===== config.mk =====
export PLATFORM = sky130hd
export DESIGN_NAME = pc_redirect_ctrl
export DESIGN_NICKNAME = d
export VERILOG_FILES = /design/src/rtl/pc_redirect_ctrl_pkg.sv /design/src/rtl/pc_redirect_ctrl_sat_counter.sv /design/src/rtl/pc_redirect_ctrl.sv
export SDC_FILE = /design/constraint.sdc
export NUM_CORES = 1
export LEC_CHECK = 0
export ABC_AREA = 1
export BUFFER_PORTS_ARGS = -buffer_cell sky130_fd_sc_hd__buf_2
export CAP_MARGIN = 20
export CORE_MARGIN = 3
export CORE_UTILIZATION = 42
export CTS_BUF_LIST = sky130_fd_sc_hd__clkbuf_8
export CTS_CLUSTER_DIAMETER = 50
export CTS_CLUSTER_SIZE = 24
export DETAILED_ROUTE_END_ITERATION = 7
export GPL_TIMING_DRIVEN = 1
export PLACE_DENSITY = 0.75
export SETUP_SLACK_MARGIN = 0.02
export SLEW_MARGIN = 20
export SYNTH_ARGS = -nofsm -noshare
export SYNTH_HDL_FRONTEND = slang
export SYNTH_SLANG_ARGS = --single-unit

===== constraint.sdc =====
create_clock -name clk -period 1.5 [get_ports clk]
set_input_delay 0.225 -clock clk [delete_from_list [all_inputs] [get_ports clk]]
set_output_delay 0.225 -clock clk [all_outputs]
set_load 0.02 [all_outputs]

===== src/rtl/pc_redirect_ctrl_pkg.sv =====
`default_nettype none
// ============================================================================
// Module      : pc_redirect_ctrl_pkg
// Description : Shared constants for the front-end sequencing controller.
//               Covers the PC mux select codes, the EX-stage jump/branch codes
//               and the redirect FSM state encoding.
// Revision    : 1.0 - initial release
// ============================================================================
package pc_redirect_ctrl_pkg;

    // PC mux select
    localparam logic [1:0] PC_4       = 2'b00;
    localparam logic [1:0] PC_imm     = 2'b01;
    localparam logic [1:0] PC_reg_imm = 2'b10;

    // Jump codes from EX
    localparam logic [1:0] JumpNone = 2'b00;
    localparam logic [1:0] JumpJal  = 2'b01;
    localparam logic [1:0] JumpJalr = 2'b10;

    // Branch codes from EX
    localparam logic [2:0] B_type_none = 3'd0;
    localparam logic [2:0] B_type_beq  = 3'd1;
    localparam logic [2:0] B_type_bne  = 3'd2;
    localparam logic [2:0] B_type_blt  = 3'd3;
    localparam logic [2:0] B_type_bge  = 3'd4;

    // Redirect FSM
    typedef enum logic {
        RUN  = 1'b0,
        HOLD = 1'b1
    } state_e;

    // A conditional branch code takes the taken decision away from Jump.
    function automatic logic is_cond_branch(input logic [2:0] code);
        return (code == B_type_beq) || (code == B_type_bne) ||
               (code == B_type_blt) || (code == B_type_bge);
    endfunction

endpackage : pc_redirect_ctrl_pkg
`default_nettype wire


===== src/rtl/pc_redirect_ctrl_sat_counter.sv =====
`default_nettype none
// ============================================================================
// Module      : sat_counter
// Description : Event counter that sticks at all-ones. A synchronous clear
//               wins over an increment in the same cycle.
// Ports       : clk   - clock, rising edge
//               rst_n - asynchronous active-low reset (count -> 0)
//               clr   - synchronous clear
//               inc   - count one event
//               q     - current count
// Revision    : 1.0 - initial release
// ============================================================================
module sat_counter #(
    parameter int CNT_W = 16
) (
    input  logic             clk,
    input  logic             rst_n,
    input  logic             clr,
    input  logic             inc,
    output logic [CNT_W-1:0] q
);

    localparam logic [CNT_W-1:0] c_one = {{(CNT_W-1){1'b0}}, 1'b1};

    logic [CNT_W-1:0] count_d;
    logic [CNT_W-1:0] count_q;

    always_comb begin
        count_d = count_q;
        if (clr) begin
            count_d = '0;
        end else if (inc && (count_q != {CNT_W{1'b1}})) begin
            count_d = count_q + c_one;
        end
    end

    always_ff @(posedge clk or negedge rst_n) begin
        if (!rst_n) begin
            count_q <= '0;
        end else begin
            count_q <= count_d;
        end
    end

    assign q = count_q;

endmodule : sat_counter
`default_nettype wire


===== src/rtl/pc_redirect_ctrl.sv =====
`default_nettype none
// ============================================================================
// Module      : pc_redirect_ctrl
// Description : Front-end sequencing controller. Resolves EX-stage branch and
//               jump outcomes into a PC mux select, and arbitrates redirects,
//               load-use stalls and instruction-fetch wait states into the
//               PC / IF/ID write enables and pipeline flush/hold controls.
//               Redirects that arrive while fetch is busy are parked in HOLD.
// Ports       : clk, rst_n                 - clock / async active-low reset
//               ex_valid, Zero, Neg        - EX stage valid and ALU flags
//               Jump[1:0], Branch[2:0]     - EX stage control codes
//               hz_stall                   - load-use stall request
//               imem_ready                 - fetch completes this cycle
//               cnt_clr                    - clear both event counters
//               pc_src[1:0], pc_we         - PC mux select / write enable
//               if_id_we, if_id_flush      - IF/ID write enable / bubble
//               id_ex_flush                - ID/EX bubble
//               ex_hold                    - freeze ID/EX and later stages
//               redirect_busy              - FSM is in HOLD
//               taken_cnt, stall_cnt       - saturating event counters
// Revision    : 1.0 - initial release
// ============================================================================
module pc_redirect_ctrl
    import pc_redirect_ctrl_pkg::*;
#(
    parameter int CNT_W = 16
) (
    input  logic             clk,
    input  logic             rst_n,
    input  logic             ex_valid,
    input  logic             Zero,
    input  logic             Neg,
    input  logic [1:0]       Jump,
    input  logic [2:0]       Branch,
    input  logic             hz_stall,
    input  logic             imem_ready,
    input  logic             cnt_clr,
    output logic [1:0]       pc_src,
    output logic             pc_we,
    output logic             if_id_we,
    output logic             if_id_flush,
    output logic             id_ex_flush,
    output logic             ex_hold,
    output logic             redirect_busy,
    output logic [CNT_W-1:0] taken_cnt,
    output logic [CNT_W-1:0] stall_cnt
);

    state_e     state_d, state_q;
    logic [1:0] saved_src_d, saved_src_q;

    logic       w_hit;
    logic       w_taken;
    logic [1:0] w_tgt_src;
    logic       w_taken_inc;
    logic       w_stall_inc;

    // ------------------------------------------------------------------
    // Taken decode. A conditional branch code alone decides; otherwise
    // only JAL / JALR redirect.
    // ------------------------------------------------------------------
    always_comb begin
        w_hit     = 1'b0;
        w_tgt_src = PC_4;
        if (is_cond_branch(Branch)) begin
            w_tgt_src = PC_imm;
            case (Branch)
                B_type_beq: w_hit = Zero;
                B_type_bne: w_hit = !Zero;
                B_type_blt: w_hit = Neg;
                B_type_bge: w_hit = !Neg;
                default:    w_hit = 1'b0;
            endcase
        end else begin
            case (Jump)
                JumpJal: begin
                    w_hit     = 1'b1;
                    w_tgt_src = PC_imm;
                end
                JumpJalr: begin
                    w_hit     = 1'b1;
                    w_tgt_src = PC_reg_imm;
                end
                default: begin
                    w_hit     = 1'b0;
                    w_tgt_src = PC_4;
                end
            endcase
        end
        w_taken = ex_valid && w_hit;
    end

    // ------------------------------------------------------------------
    // Sequencing FSM: next state and pipeline controls.
    // ------------------------------------------------------------------
    always_comb begin
        state_d     = state_q;
        saved_src_d = saved_src_q;
        pc_src      = PC_4;
        pc_we       = 1'b0;
        if_id_we    = 1'b0;
        if_id_flush = 1'b0;
        id_ex_flush = 1'b0;
        ex_hold     = 1'b0;
        w_taken_inc = 1'b0;
        w_stall_inc = 1'b0;

        case (state_q)
            RUN: begin
                if (w_taken) begin
                    pc_src = w_tgt_src;
                    if (imem_ready) begin
                        // Redirect now; any stall request belongs to a
                        // wrong-path instruction and is dropped.
                        pc_we       = 1'b1;
                        if_id_we    = 1'b1;
                        if_id_flush = 1'b1;
                        id_ex_flush = 1'b1;
                        w_taken_inc = 1'b1;
                    end else begin
                        // Fetch busy: freeze everything and park the target.
                        ex_hold     = 1'b1;
                        saved_src_d = w_tgt_src;
                        state_d     = HOLD;
                    end
                end else if (hz_stall) begin
                    id_ex_flush = 1'b1;
                    w_stall_inc = 1'b1;
                end else begin
                    pc_we       = imem_ready;
                    if_id_we    = 1'b1;
                    // Fetch not done: IF/ID must take a bubble, not stale data.
                    if_id_flush = !imem_ready;
                end
            end

            HOLD: begin
                pc_src = saved_src_q;
                if (imem_ready) begin
                    pc_we       = 1'b1;
                    if_id_we    = 1'b1;
                    if_id_flush = 1'b1;
                    id_ex_flush = 1'b1;
                    w_taken_inc = 1'b1;
                    state_d     = RUN;
                end else begin
                    ex_hold = 1'b1;
                end
            end

            default: begin
                state_d = RUN;
            end
        endcase
    end

    always_ff @(posedge clk or negedge rst_n) begin
        if (!rst_n) begin
            state_q     <= RUN;
            saved_src_q <= PC_4;
        end else begin
            state_q     <= state_d;
            saved_src_q <= saved_src_d;
        end
    end

    assign redirect_busy = (state_q == HOLD);

    // ------------------------------------------------------------------
    // Event counters
    // ------------------------------------------------------------------
    sat_counter #(
        .CNT_W (CNT_W)
    ) u_taken_cnt (
        .clk   (clk),
        .rst_n (rst_n),
        .clr   (cnt_clr),
        .inc   (w_taken_inc),
        .q     (taken_cnt)
    );

    sat_counter #(
        .CNT_W (CNT_W)
    ) u_stall_cnt (
        .clk   (clk),
        .rst_n (rst_n),
        .clr   (cnt_clr),
        .inc   (w_stall_inc),
        .q     (stall_cnt)
    );

endmodule : pc_redirect_ctrl
`default_nettype wire

# ---- After elaboration in Yosys (flattened, before gate mapping)
# Cells that the tools add are included.
dict set report classes {
  n_addsub 2
  eq_ne 8
  n_mux 31
  n_bitwise 2
  n_reduce_logical 13
}
# cell count
set ops {}
lappend ops {{$mux W16} 4}
lappend ops {{$add A16 B1 Y16 const B} 2}
lappend ops {{$ne A16 B16 Y1 const B} 2}
lappend ops {{$mux W1} 16}
lappend ops {{$pmux W1 S2} 6}
lappend ops {{$pmux W2 S2} 2}
lappend ops {{$eq A3 B2 Y1 const B} 2}
lappend ops {{$mux W2} 2}
lappend ops {{$pmux W1 S4} 1}
lappend ops {{$reduce_bool A2 Y1} 2}
lappend ops {{$eq A3 B1 Y1 const B} 1}
lappend ops {{$eq A3 B3 Y1 const B} 1}
lappend ops {{$logic_and A1 B1 Y1} 3}
lappend ops {{$logic_not A1 Y1} 3}
lappend ops {{$logic_or A1 B1 Y1} 3}
lappend ops {{$reduce_and A3 Y1} 1}
lappend ops {{$eq A2 B1 Y1 const B} 1}
lappend ops {{$eq A2 B2 Y1 const B} 1}
lappend ops {{$not A1 Y1} 2}
lappend ops {{$reduce_or A2 Y1} 1}
dict set report word_totals {
  ff_bits 35
  input_bits 13
  out_inout_bits 40
  wordCells 60
}

# ---- Depth between registers and ports, before layout
dict set report depth {
  ltp_word 11
  mapped_depth 12
  mapped_depth_nobuf 11
}

# ---- Modules after synthesis
# A second synthesis with hierarchy kept.
dict set report unflattened {
  hier_cells 341
  area_unflattened_um2 2424.8
}
# module instances cells_per_inst area_per_inst_um2 seq_area_each_um2
set by_module_without_submodules {}
lappend by_module_without_submodules {sat_counter 2 144 1037.2 400.4}
lappend by_module_without_submodules {pc_redirect_ctrl 1 53 350.3 75.1}

# ---- Least setup slack after synthesis
# Ideal clock, no wire load.
dict set report synth_path {
  path_kind {register -> register}
  start {reg u_stall_cnt.count_q[0], in the netlist u_stall_cnt.q[0]}
  end {reg u_stall_cnt.count_q[2], in the netlist u_stall_cnt.q[2]}
  setup_time_ns 0.117
  t_arrival_ns 1.585
  required_time_ns 1.383
  path_slack_ns -0.203
  stages_incl_launch_ff 10
  path_buffers 1
  synth_period_minus_slack_ns 1.703
  cell_sequence {dfrtp_1 -> ha_1 -> nand3_1 -> inv_1 -> nand4_1 -> nand4_4 -> nand2_2 -> buf_4 -> nand2_1 -> nand2_1}
}
dict set report synth_via {
  elab_chain_cells 3
  word_cells_on_any_way 6
  cone_classes {1 x add/sub; 1 x eq/ne; 2 x mux; 2 x reduce/logical}
}
# item line_no
set synth_lines {}
lappend synth_lines {{from (decl)} pc_redirect_ctrl_sat_counter.sv:26} ;# logic [CNT_W-1:0] count_q;
lappend synth_lines {{from (signal assigned)} pc_redirect_ctrl_sat_counter.sv:41} ;# count_q <= count_d;
lappend synth_lines {{$add A16 B1 Y16 / $ne A16 B16 Y1 (equally long branches)} {pc_redirect_ctrl_sat_counter.sv:33, pc_redirect_ctrl_sat_counter.sv:32}}
lappend synth_lines {{$mux W16 / $logic_and A1 B1 Y1 (equally long branches)} pc_redirect_ctrl_sat_counter.sv:32} ;# end else if (inc && (count_q != {CNT_W{1'b1}})) begin
lappend synth_lines {{$mux W16 / $reduce_bool A2 Y1 (equally long branches)} n/a}
# Several ways; a longest one is shown, not always the timed one. The select of a mux whose other input is x is not followed.
# A chain may end at the register's enable or synchronous reset.

# ---- Worst setup path after layout
dict set report layout_path {
  start {reg u_stall_cnt.count_q[0], in the netlist u_stall_cnt.q[0]}
  end {reg u_stall_cnt.count_q[14], in the netlist u_stall_cnt.q[14]}
}
# Same word-level chain as after synthesis.

==> insert_results.sql <==
INSERT INTO impl_metrics (metric_group, metric, value, unit) VALUES
('drt', 'route.detailed.vias_per_inst', '5.273', ''),
('clock_network', 'htree_levels', '2', ''),
('cells_and_area', 'finalCoreUtilization', '68.04', '%'),
('cells_and_area', 'layout-area-overhead-vs-synth', '54.99', '%'),
('sta', 'fin_skew', '7.541', 'ps'),
('floorplanning', 'rows', '27', ''),
('drt', 'antenna_nets_post_route', '0', ''),
('synthesis', 'postSynthAreaPerCell', '6.871', 'sq um'),
('sta', 'timing.fmax', '0.6507', 'GHz'),
('setup_path', 'worstPathMaxFanout', '3', ''),
('sta', 'grt_setup_unrepaired', 'true', ''),
('global_route', 'use_met2', '38.93', '%'),
('drt', 'avgRoutedWirePerCell', '14.32', 'um'),
('synthesis', 'synth-seq-area-share', '36.01', '%'),
('power_and_ir_drop', 'peakVddDrop', '0.4613', 'mV'),
('placed_design', 'placed_cells_incl_taps', '518', ''),
('sta', 'postLayoutSetupSlackWorst', '-36.89', 'ps'),
('drt', 'route.vias.total', '2837', ''),
('synthesis', 'ys.flop_type', 'dfrtp_1', ''),
('synthesis', 'synth_adder_area_share', '2.058', '%'),
('floorplanning', 'die-area', '0.006740', 'sq mm'),
('cells_and_area', 'fillerInstances', '428', ''),
('synthesis', 'synth_top_family_by_area', 'simple AND/OR/NAND/NOR gates', ''),
('synthesis', 'synth_nets', '371', ''),
('global_route', 'grt_use_met3', '4.664', '%'),
('sta', 'timing.final.hold_violations', '0', ''),
('drt', 'drt_pass1_iterations', '4', ''),
('clock_network', 'numCtsBuffers', '5', ''),
('clock_network', 'clock_insertion_delay_worst_skew', '290', 'ps'),
('synthesis', 'synthesis.yosys.warnings', '0', ''),
('clock_network', 'clock_sinks', '35', ''),
('clock_network', 'clock_path_buffers', '2', ''),
('cells_and_area', 'combined_area_of_the_multi_input_logic_cells', '0.001760', 'sq mm'),
('power_and_ir_drop', 'power-per-cell-area', '640.0', 'mW/mm^2'),
('synthesis', 'number_of_storage_elements_in_the_synthesis_netlist', '35', ''),
('drt', 'detail_route.drc_violations', '0', ''),
('floorplanning', 'core-area', '0.005540', 'sq mm'),
('clock_network', 'tritoncts', 'yes', ''),
('synthesis', 'synth_simple_gate_area_share', '46.55', '%'),
('power_and_ir_drop', 'static-leakage-power', '1.825', 'nW'),
('synthesis', 'synth-edff-count', '0', ''),
('setup_path', 'timing.critical_path.arrival', '1730', 'ps'),
('status', 'run_status', 'complete, but fails checks', ''),
('synthesis', 'postSynth.asyncResetShare', '100.0', '%'),
('drt', 'drt-initial-drc-count', '251', ''),
('sta', 'finalCritPeriodShare', '102.5', '%'),
('status', 'violations', 'setup timing', ''),
('sta', 'timing.final.setup_violations', '6', ''),
('floorplanning', 'die-height', '82.10', 'um'),
('synthesis', 'yosys.area_share.xor_xnor', '7.922', '%'),
('placed_design', 'gp_congestion', '0.8935', ''),
('sta', 'fin_worst_hold_slack', '228.6', 'ps'),
('placed_design', 'buffer_ports.inserted', '52', ''),
('global_route', 'grt_pass1_vias', '2591', ''),
('global_route', 'grtUsageMet1', '26.34', '%'),
('job', 'max_cap_viol_count', '0', ''),
('drt', 'detail_route.wirelength', '7702', 'um'),
('setup_path', 'criticalPathCategory', 'reg -> reg', ''),
('synthesis', 'post_synth_mux_area_share', '0', '%'),
('setup_path', 'worst_setup_path_start_kind', 'register', ''),
('sta', 'drv_slew', '0', ''),
('floorplanning', 'chipWidth', '82.10', 'um'),
('synthesis', 'syn-instance-count', '354', ''),
('placed_design', 'dp_hpwl', '4981', 'um'),
('floorplanning', 'io-pin-count', '53', ''),
('sta', 'slew_headroom', '72.27', '%'),
('clock_network', 'clock_tree.root_cell', 'clkbuf_8', ''),
('synthesis', 'synth_compound_area_share', '1.595', '%'),
('min_path', 'min_path_type', 'in -> reg', ''),
('sta', 'pin_slew_with_the_least_headroom_to_its_limit', '415.9', 'ps'),
('sta', 'post-route-min-period', '1537', 'ps');
==> worst max-delay path, stage by stage, from the launching register on <==
cell and delay [ps]:
dfrtp_2 390, ha_4 160, buf_4 110, nand2_1 90, nor2_2 200, nand3_1 150, xor2_1 160, nor2_1 50
nand2_1 60, nand2_1 50
==> per-layer routing <==
| layer | wire (um) | part of all wire, % | up-vias |
|---|---|---|---|
| met1 | 3041 | 39 | 1343 |
| met5 | 0 | 0 | - |
| li1 | - | - | 1359 |
| met2 | 4104 | 53 | 113 |
| met3 | 415 | 5.4 | 22 |
| met4 | 141 | 1.8 | 0 |
==> cells by family after synthesis <==
logic type	count (synthesis)
AND/OR/NAND/NOR	253
flip-flops	35
buffers and inverters	34
XOR/XNOR	22
AO/OA/AOI/OAI	6
adder cells (fa/ha/maj)	4
==> where the power goes <==
group          switching, mW  total [mW]  internal, mW
registers             0.0426        1.03         0.988
clock network          0.365       0.683         0.318
logic                  0.412       0.699         0.287
==> per-stage QoR <==
stage	power (mW)	setup TNS (ps)	cell area, sq um
floorplan	1.356	-354.7	2505
CTS	2.334	-27.41	3398
detailed placement	1.594	-2936	3216
global route	2.530	-1050	3770
finish	2.413	-105.7	3770
global placement	1.578	-1044	3216
==> cells in the final DEF (no fill, tap or decap), types with 2 or more instances in the layout <==
master and n:
nand2_2 11, nand2_4 2, nor3_1 6, inv_2 4
buf_6 11, xnor2_1 3, nor2_4 4, clkbuf_8 5
nor2_2 7, nor3_2 4, nand4_1 5, nand2_1 106
nand3_1 29, nand3_2 17, ha_4 3, xor2_1 19
inv_1 18, nand3_4 8, dfrtp_1 27, buf_4 56
buf_2 42, nand2_8 2, dfrtp_2 8, nor2_1 47
buf_12 4, nor3b_1 3, o21ai_0 2
==> layout make-up <==
cell class                      instances  area share [%]
Sequential cell                        35           23.50
Clock buffer                            5           1.825
Clock inverter                          3          0.4315
Multi-Input combinational cell        285           46.70
Inverter                               23           2.356
Timing Repair Buffer                  115           22.80
Tap cell                               72           2.390
==> sequential cells by signal, summed over array words and instances, names as in the netlist <==
register	count
saved_src_q	2
u_stall_cnt.q	16
u_taken_cnt.q	16
redirect_busy	1
==> cells in the mapped netlist, types with 4 or more instances <==
| cell | n | area (sq um) |
|---|---|---|
| clkbuf_1 | 6 | 22.52 |
| nor2_1 | 57 | 214.0 |
| nand2_1 | 118 | 442.9 |
| dfrtp_1 | 35 | 875.8 |
| nor3_1 | 9 | 45.04 |
| xor2_1 | 19 | 166.4 |
| nand4_1 | 5 | 31.28 |
| inv_1 | 22 | 82.58 |
| ha_1 | 4 | 50.05 |
| nand3_1 | 51 | 255.2 |
==> repair_timing <==
item / in CTS / in global routing
resized for setup: 13 / 76
pin swaps: 5 / 37
buffers inserted: 2 / 9
hold buffers: 1 / 0
endpoints found under the setup margin: 38 / 39
endpoints found under the hold margin: 13 / 0
==> worst paths after layout <==
kind                                   from                end  slack [ps]  cells after the start
max in group asynchronous             rst_n   u_taken_cnt.q[1]         590                      3
min in group asynchronous             rst_n  u_stall_cnt.q[13]         380                      2
setup / recovery           u_stall_cnt.q[0]  u_stall_cnt.q[14]         -40                      9
hold / removal                   imem_ready      redirect_busy         230                      2
hold reg to reg              saved_src_q[0]     saved_src_q[0]         540                      2
setup reg to reg           u_stall_cnt.q[0]  u_stall_cnt.q[14]         -40                      9
No activity file was read; power rests on OpenSTA's default activity.
